<file path="src/rtl/cpu7_pkg.sv">
// Shared types for the cpu7 multiply/divide arbitration logic.
// Also holds the index-width helper shared by the arbiter and its picker.
package cpu7_pkg;

    typedef enum logic [1:0] {
        MUL  = 2'd0,
        MULH = 2'd1,
        DIV  = 2'd2,
        MOD  = 2'd3
    } muldiv_op_t;

    typedef enum logic [1:0] {
        IDLE,
        ISSUE,
        WAIT,
        RESPOND
    } muldiv_arb_state_t;

    // Index width that stays at least one bit wide for a single requester.
    function automatic int idx_width(input int n);
        return (n > 1) ? $clog2(n) : 1;
    endfunction

endpackage

</file>
<file path="src/rtl/cpu7_rr_picker.sv">
// Combinational round-robin picker: first set request bit after 'last', wrapping.
// Kept generic so other shared-resource arbiters can reuse it.
module cpu7_rr_picker
    import cpu7_pkg::*;
#(
    parameter int CORES = 4,
    parameter int IDX_W = idx_width(CORES)
) (
    input  logic [CORES-1:0] req,
    input  logic [IDX_W-1:0] last,
    output logic             valid,
    output logic [IDX_W-1:0] index
);

    int               cand;
    logic [IDX_W-1:0] cand_idx;

    // Search starts one past the previous winner, so it has the lowest priority.
    always_comb begin
        valid    = 1'b0;
        index    = '0;
        cand     = 0;
        cand_idx = '0;
        for (int i = 1; i <= CORES; i++) begin
            cand     = (int'(last) + i) % CORES;
            cand_idx = cand[IDX_W-1:0];
            if (!valid && req[cand_idx]) begin
                valid = 1'b1;
                index = cand_idx;
            end
        end
    end

endmodule

</file>
<file path="src/rtl/cpu7_muldiv_arbiter.sv">
// Round-robin arbiter sharing one multi-cycle mul/div unit among cpu7 cores,
// with a watchdog that completes a transaction with an error if the unit stalls.
module cpu7_muldiv_arbiter
    import cpu7_pkg::*;
#(
    parameter int CORES          = 4,
    parameter int DATA_WIDTH     = 56,
    parameter int TIMEOUT_CYCLES = 256
) (
    input  logic                        clk,
    input  logic                        rst_n,
    input  logic [CORES-1:0]            core_req,
    input  logic [2*CORES-1:0]          core_op,
    input  logic [DATA_WIDTH*CORES-1:0] core_a,
    input  logic [DATA_WIDTH*CORES-1:0] core_b,
    output logic [CORES-1:0]            core_done,
    output logic [DATA_WIDTH-1:0]       core_result,
    output logic                        core_err,
    output logic                        unit_start,
    output logic [1:0]                  unit_op,
    output logic [DATA_WIDTH-1:0]       unit_a,
    output logic [DATA_WIDTH-1:0]       unit_b,
    input  logic                        unit_done,
    input  logic [DATA_WIDTH-1:0]       unit_result,
    input  logic                        unit_err
);

    localparam int               IDX_W     = idx_width(CORES);
    localparam int               CNT_W     = $clog2(TIMEOUT_CYCLES) + 1;
    localparam logic [CNT_W-1:0] CNT_LAST  = CNT_W'(TIMEOUT_CYCLES - 1);
    localparam logic [IDX_W-1:0] LAST_INIT = IDX_W'(CORES - 1);

    muldiv_arb_state_t state, next_state;

    logic [IDX_W-1:0] grant;
    logic [IDX_W-1:0] last_grant;
    logic [IDX_W-1:0] pick_index;
    logic             pick_valid;
    logic [CORES-1:0] mask;
    logic [CORES-1:0] eff_req;
    logic [CORES-1:0] grant_onehot;
    logic [CNT_W-1:0] timeout_cnt;
    logic             timed_out;

    assign eff_req      = core_req & ~mask;
    assign grant_onehot = CORES'(1) << grant;
    assign timed_out    = (timeout_cnt == CNT_LAST);

    cpu7_rr_picker #(
        .CORES (CORES),
        .IDX_W (IDX_W)
    ) u_picker (
        .req   (eff_req),
        .last  (last_grant),
        .valid (pick_valid),
        .index (pick_index)
    );

    always_ff @(posedge clk or negedge rst_n) begin
        if (!rst_n) begin
            state <= IDLE;
        end else begin
            state <= next_state;
        end
    end

    always_comb begin
        next_state = state;
        case (state)
            IDLE:    if (pick_valid) next_state = ISSUE;
            ISSUE:   next_state = WAIT;
            WAIT:    if (unit_done || timed_out) next_state = RESPOND;
            RESPOND: next_state = IDLE;
            default: next_state = IDLE;
        endcase
    end

    // Outputs are registered one state ahead, so each pulse lines up with its state.
    always_ff @(posedge clk or negedge rst_n) begin
        if (!rst_n) begin
            core_done   <= '0;
            core_result <= '0;
            core_err    <= 1'b0;
            unit_start  <= 1'b0;
            unit_op     <= '0;
            unit_a      <= '0;
            unit_b      <= '0;
            grant       <= '0;
            last_grant  <= LAST_INIT;
            mask        <= '0;
            timeout_cnt <= '0;
        end else begin
            unit_start <= 1'b0;
            core_done  <= '0;
            case (state)
                IDLE: begin
                    mask <= '0;
                    if (pick_valid) begin
                        grant      <= pick_index;
                        unit_op    <= core_op[2*pick_index +: 2];
                        unit_a     <= core_a[DATA_WIDTH*pick_index +: DATA_WIDTH];
                        unit_b     <= core_b[DATA_WIDTH*pick_index +: DATA_WIDTH];
                        unit_start <= 1'b1;
                    end
                end
                ISSUE: begin
                    timeout_cnt <= '0;
                end
                WAIT: begin
                    if (unit_done) begin
                        core_result <= unit_result;
                        core_err    <= unit_err;
                        core_done   <= grant_onehot;
                    end else if (timed_out) begin
                        core_result <= '0;
                        core_err    <= 1'b1;
                        core_done   <= grant_onehot;
                    end else begin
                        timeout_cnt <= timeout_cnt + 1'b1;
                    end
                end
                RESPOND: begin
                    last_grant <= grant;
                    mask       <= grant_onehot;
                end
                default: ;
            endcase
        end
    end

endmodule
</file>
<file path="config.mk">
export PLATFORM = sky130hd
export DESIGN_NAME = cpu7_muldiv_arbiter
export DESIGN_NICKNAME = d
export VERILOG_FILES = /design/src/rtl/cpu7_pkg.sv /design/src/rtl/cpu7_rr_picker.sv /design/src/rtl/cpu7_muldiv_arbiter.sv
export SDC_FILE = /design/constraint.sdc
export NUM_CORES = 1
export LEC_CHECK = 0
export BUFFER_PORTS_ARGS = -buffer_cell sky130_fd_sc_hd__buf_2
export CELL_PAD_IN_SITES_DETAIL_PLACEMENT = 0
export CELL_PAD_IN_SITES_GLOBAL_PLACEMENT = 1
export CORE_AREA = 3 3 273 275
export DETAILED_ROUTE_END_ITERATION = 10
export DIE_AREA = 0 0 276 278
export PLACE_DENSITY = 0.45
export SLEW_MARGIN = 20
export SYNTH_ARGS = -nofsm -noshare
export SYNTH_HDL_FRONTEND = slang
export SYNTH_HIERARCHICAL = 1
export SYNTH_SLANG_ARGS = --single-unit
</file>
<file path="constraint.sdc">
create_clock -name clk -period 5.45 [get_ports clk]
set_input_delay 0.2725 -clock clk [delete_from_list [all_inputs] [get_ports clk]]
set_output_delay 0.2725 -clock clk [all_outputs]
set_load 0.01 [all_outputs]
</file>
==> key figures, run 1 <==
Run status
  • Status: finished clean

GRT
  • Number of global-route vias before repair: 9983
  • First-pass GRT wire length: 65700 um
  • Initial antenna violation count: 7
  • Global Route Usage Sum: 0.114
  • Pin count of the biggest net entering global routing: 128
  • Grt ovf: 0

Setup path
  • Crit path kind: flop to flop
  • WP data arrival: 3530 ps
  • Crit path capture type: flop
  • R2r setup slk: 2300 ps
  • Worst-path fanout max: 64
  • Startpoint types: flop
  • WP data required: 5830 ps

Final layout
  • Share of layout cells above drive strength 1: 0.714
  • Most frequent cells in the layout: buf_2, dfrtp_1, mux2_2
  • Most common cell after layout, fill and taps aside: buf_2
  • Fillers: 7945
  • Layout Utilization: 0.219
  • Net count, final: 1882
  • Layout Cells excl Fill: 2332
  • Area Growth Syn to Fin: 57.7%
  • Design Area, Final: 15900 um2

Job
  • Max-cap violation count: 0

STA
  • Post-Route Setup TNS: 0 ps
  • RSZ-0062 raised after global routing: no
  • Clock Skews: 14.3 ps
  • Final Hold Viols: 0
  • Max-slew violation count: 0
  • Rel. slew slack: 0.456
  • Period utilisation layout: 0.579
  • Fin crit period: 3150 ps
  • Max Freq: 317 MHz
  • Final setup fails: 0
  • Least-Margin Pin Slew: 816 ps

Placed design
  • IO Port Bufs: 695
  • Routability cong.: 0.823
  • DP Area: 14700 um2
  • Placed cells: 2238
  • DPL Wire Length: 35000 um

Detailed routing
  • WL final: 44300 um
  • Vias per inst: 3.82
  • Initial detailed-routing violation count: 339
  • Remaining DRCs: 0
  • Antenna viol nets, final: 0
  • Routed len/inst: 19.0 um
  • Drt first pass iters: 4
  • Via count: 8916

Yosys
  • Cell area after synthesis: 10100 um2
  • Synth warnings: 6
  • Post-synth EDFFs: 0
  • Post-synth top flop: dfrtp_1
  • Sequential area share after synthesis: 0.484
  • Yosys reg bits: 195
  • Fraction of registers with async set/reset: 1.00
  • Netlist cell types: 38
  • Syn_nets: 1152
  • Synth Area per Inst: 16.1 um2
  • Mapped Cells: 626

Clocking
  • Clock slew at reported path FFs: 90 ps
  • Insertion delay of the later-clocked pin in the worst-skew pair: 480 ps
  • CTS Buf Count: 17
  • Post-CTS setup buffers: 0
  • CTS tree: yes
  • Cts repair resizes: 0
  • Clk sink count: 195
  • Root buf cell: clkbuf_16
  • CTS H-tree depth: 4
  • Deepest clock path buffer count: 2
  • Hold-fix buffers, CTS: 58

Floorplan
  • Core area: 72600 um2
  • Vert. Die Dim: 278 um
  • Site row count: 99
  • Chip width: 276 um
  • # IOs: 696
  • Die ar.: 76700 um2
  • Initial Utilization: 0.139

Worst hold path
  • Worst Hold Class: primary input to flop

Power and ir drop
  • Maximum VDD drop: 0.367 mV
  • Leak: 7.34 nW
  • Power Density: 550 nW/um2
per-layer routing:
metal / global-route usage / part of all wire / up-vias
li1: - / - / 3974
met1: 0.126 / 0.38 / 4465
met2: 0.204 / 0.53 / 432
met3: 0.0376 / 0.076 / 43
met4: 0.0406 / 0.023 / 2
met5: 0 / 0.00016 / -
worst max-delay path, cell delays in order (launching register included):
cell	delay (ps)
dfrtp_1	380
nor2b_1	330
mux2i_1	190
o221ai_4	640
buf_12	440
mux4_2	600
mux2_2	270
per-stage QoR:
stage               power (mW)  setup WS (ps)  hold slack, ps
floorplan                 5.79           3170           -23.1
global placement          7.42           2280             334
detailed placement        7.47           2250             339
CTS                       8.98           2260             146
global route              9.38           2060             175
finish                    8.75           2300             225
logic make-up (layout without fill, tap and decap cells):
kind of cell / Yosys count / in the layout / synth area share
AOI/OAI and AO/OA: 83 / 83 / 0.0665
buffers and inverters: 62 / 805 / 0.0293
DFF: 195 / 195 / 0.484
muxes: 234 / 234 / 0.388
and+or+nand+nor: 46 / 46 / 0.0243
other: 0 / 4 / 0
adders and majority gates: 6 / 6 / 0.00744
final timing paths:
check | startpoint | end | cells after the start
setup / recovery | mask[1]$_DFFE_PN0P_ | unit_a[42]$_DFFE_PN0P_ | 6
hold / removal | core_a[214] | unit_a[46]$_DFFE_PN0P_ | 3
setup reg to reg | mask[1]$_DFFE_PN0P_ | unit_a[42]$_DFFE_PN0P_ | 6
hold reg to reg | timeout_cnt[7]$_DFFE_PN0P_ | timeout_cnt[7]$_DFFE_PN0P_ | 1
max in group asynchronous | rst_n | unit_b[44]$_DFFE_PN0P_ | 3
min in group asynchronous | rst_n | unit_a[48]$_DFFE_PN0P_ | 2
where the power goes:
group	internal (mW)	switching, mW	leakage (nW)
combinational	2.59	2.23	4.68
clock	0.673	0.718	0.306
sequential	2.16	0.374	2.36
total	5.43	3.32	7.34
synthesized netlist by cell type, types with 2 or more instances:
cell type    n  area, um2
dfrtp_1    193       4830
mux2_2     119       1340
mux4_2     114       2570
a22o_1      56        490
clkbuf_1    28        105
buf_2       14       70.1
inv_1        9       33.8
nand2_1      9       33.8
o21ai_0      9       45.0
nand2b_1     8       50.1
nand3_1      8       40.0
buf_6        6       67.6
ha_1         6       75.1
nor2_1       6       22.5
a21oi_1      5       25.0
nor2b_1      5       31.3
buf_1        4       15.0
o311ai_0     3       26.3
or3_1        3       18.8
dfstp_2      2       52.6
o41ai_1      2       17.5
flip-flops by register name (all words and copies together), names as in the netlist:
| name | count |
|---|---|
| unit_start | 1 |
| unit_b | 56 |
| grant | 2 |
| core_err | 1 |
| timeout_cnt | 9 |
| unit_a | 56 |
| last_grant | 2 |
| core_done | 4 |
| mask | 4 |
| unit_op | 2 |
| state | 2 |
| core_result | 56 |
final cells by class:
| type | count | area, um2 | share of cell area |
|---|---|---|---|
| well taps | 959 | 1200 | 0.0754 |
| inverters | 10 | 40.0 | 0.00252 |
| clock buffers | 17 | 425 | 0.0267 |
| flip-flops and latches | 195 | 4880 | 0.307 |
| diodes | 4 | 10.0 | 0.000629 |
| clock inverters | 15 | 201 | 0.0127 |
| repair buffers | 763 | 4210 | 0.264 |
| multi-input cells | 369 | 4940 | 0.311 |
(Power assumes the default switching activity.)
==> inputs of run 2 (changes only) <==
==> constraint.sdc (replaced) <==
create_clock -name clk -period 3.15 [get_ports clk]
set_input_delay 0.1575 -clock clk [delete_from_list [all_inputs] [get_ports clk]]
set_output_delay 0.1575 -clock clk [all_outputs]
set_load 0.01 [all_outputs]
==> run 2 against run 1 <==
  * Worst hold slack worse by 110 ps
  * Setup slack worse by 1800 ps
  * Combinational power is 76% higher
  * Global-route usage is 0.27 points lower
==> key figures, run 2 (synthesis gave the netlist of run 1 again) <==
Detailed routing
  • Initial detailed-routing violation count: 371 (was 339)
  • Remaining DRCs: 0 (unchanged)
  • Vias per inst: 3.80 (was 3.82)
  • Via count: 8909 (was 8916)
  • Drt first pass iters: 4 (unchanged)
  • WL final: 43200 um (was 44300 um)
  • Routed len/inst: 18.4 um (was 19.0 um)
  • Antenna viol nets, final: 0 (unchanged)

STA
  • Final Hold Viols: 0 (unchanged)
  • Least-Margin Pin Slew: 709 ps (was 816 ps)
  • Final setup fails: 0 (unchanged)
  • Period utilisation layout: 0.855 (was 0.579)
  • Post-Route Setup TNS: 0 ps (unchanged)
  • Max Freq: 371 MHz (was 317 MHz)
  • Fin crit period: 2690 ps (was 3150 ps)
  • RSZ-0062 raised after global routing: no (unchanged)
  • Rel. slew slack: 0.527 (was 0.456)
  • Final worst slack: 457 ps (was 2300 ps)
  • Max-slew violation count: 0 (unchanged)
  • Clock Skews: 16.5 ps (was 14.3 ps)

Setup path
  • Startpoint types: flop (unchanged)
  • RR Startpoint: mask[1]$_DFFE_PN0P_ (unchanged)
  • Crit path kind: flop to flop (unchanged)
  • Worst Setup SP: mask[1]$_DFFE_PN0P_ (unchanged)
  • WP data required: 3510 ps (was 5830 ps)
  • WP data arrival: 3060 ps (was 3530 ps)
  • Crit path capture type: flop (unchanged)
  • Worst-path fanout max: 38 (was 64)

GRT
  • First-pass GRT wire length: 64600 um (was 65700 um)
  • Initial antenna violation count: 9 (was 7)
  • Grt ovf: 0 (unchanged)
  • Global Route Usage Sum: 0.111 (was 0.114)
  • Pin count of the biggest net entering global routing: 88 (was 128)
  • Number of global-route vias before repair: 10100 (was 9983)

Clocking
  • CTS H-tree depth: 4 (unchanged)
  • Hold-fix buffers, CTS: 58 (unchanged)
  • CTS tree: yes (unchanged)
  • Clock slew at reported path FFs: 90 ps (about the same)
  • Insertion delay of the later-clocked pin in the worst-skew pair: 480 ps (about the same)
  • CTS Buf Count: 17 (unchanged)
  • Cts repair resizes: 0 (unchanged)
  • Root buf cell: clkbuf_16 (unchanged)
  • Clk sink count: 195 (unchanged)
  • Deepest clock path buffer count: 2 (unchanged)
  • Post-CTS setup buffers: 0 (unchanged)

Placed design
  • IO Port Bufs: 695 (unchanged)
  • Routability cong.: 0.821 (was 0.823)
  • Dpl ws: 484 ps (was 2250 ps)
  • DPL Wire Length: 34500 um (was 35000 um)
  • Placed cells: 2249 (was 2238)

Power and ir drop
  • Maximum VDD drop: 0.710 mV (was 0.367 mV)
  • Power Density: 948 nW/um2 (was 550 nW/um2)
  • Leak: 7.40 nW (was 7.34 nW)

Run status
  • Status: finished clean (unchanged)

Floorplan
  • # IOs: 696 (unchanged)
  • Vert. Die Dim: 278 um (unchanged)
  • Chip width: 276 um (unchanged)
  • Site row count: 99 (unchanged)
  • Core area: 72600 um2 (unchanged)
  • Initial Utilization: 0.139 (unchanged)
  • Die ar.: 76700 um2 (unchanged)

Final layout
  • Biggest regs: core_result (56), unit_a (56), unit_b (56) (unchanged)
  • Share of layout cells above drive strength 1: 0.716 (was 0.714)
  • Layout Cells excl Fill: 2347 (was 2332)
  • Net count, final: 1893 (was 1882)
  • Fillers: 7942 (was 7945)
  • Most frequent cells in the layout: buf_2, dfrtp_1, mux2_2 (unchanged)
  • Area Growth Syn to Fin: 59.0% (was 57.7%)
  • Most common cell after layout, fill and taps aside: buf_2 (unchanged)

Worst hold path
  • Worst min-delay path startpoint: core_b[4] (was core_a[214])
  • Worst Hold Class: primary input to flop (unchanged)

Job
  • Max-cap violation count: 0 (unchanged)
-- run 2: cell types whose count changed in the layout (fill, tap and decap cells not counted), moves of 2 or more --
cell and change:
buf_12 +5, buf_4 +6, diode_2 +5, inv_6 -2
clkbuf_8 +2, inv_12 -2, clkinv_4 +2, clkinv_8 -2
-- run 2: layout make-up --
type                       instances  area [um2]  area share
clock inverter                    12         144     0.00897
antenna                            9        22.5     0.00140
timing repair buffer             774        4350       0.271
inverter                          10        40.0     0.00250
clock buffer                      19         453      0.0282
multi-input combinational        369        4940       0.308
sequential                       195        4880       0.304
tap                              959        1200      0.0748
-- run 2: per-layer routing --
metal,global-route usage,up-vias,routed length [um]
met1,0.123,4464,16400
li1,-,3993,-
met3,0.0363,45,2970
met5,0,-,34
met4,0.0372,4,795
met2,0.200,403,22900
-- run 2: report_power, final --
| group | switching [mW] | internal [mW] | leakage [nW] |
|---|---|---|---|
| logic | 3.87 | 4.63 | 4.75 |
| clock network | 1.15 | 1.16 | 0.291 |
| registers | 0.644 | 3.74 | 2.36 |
| total | 5.67 | 9.54 | 7.40 |
-- run 2: through the flow --
stage          power (mW)  utilization  cell area [um2]  hold slack (ps)
3_5_place_dp         13.1        0.204            14800              247
5_1_grt              16.3        0.221            16000             71.5
4_1_cts              15.6        0.221            16000             53.7
3_3_place_gp         13.0        0.204            14800              235
6_report             15.2        0.221            16000              115
2_1_floorplan        10.0            -            10100             -138
-- run 2: worst paths after layout --
kind	endpoint	slack (ps)	cells past startpoint
setup / recovery	unit_a[12]$_DFFE_PN0P_	460	7
hold / removal	unit_b[4]$_DFFE_PN0P_	120	3
setup reg to reg	unit_a[12]$_DFFE_PN0P_	460	7
hold reg to reg	mask[0]$_DFFE_PN0P_	480	2
max in group asynchronous	last_grant[0]$_DFFE_PN1P_	2160	3
min in group asynchronous	core_result[24]$_DFFE_PN0P_	270	2
-- run 2: critical path: stages (launching register included) --
cell and delay (ps):
dfrtp_1 380, nor2b_1 320, mux2i_1 190, o221ai_4 260, buf_12 290, buf_12 220, mux4_2 520, mux2_2 270
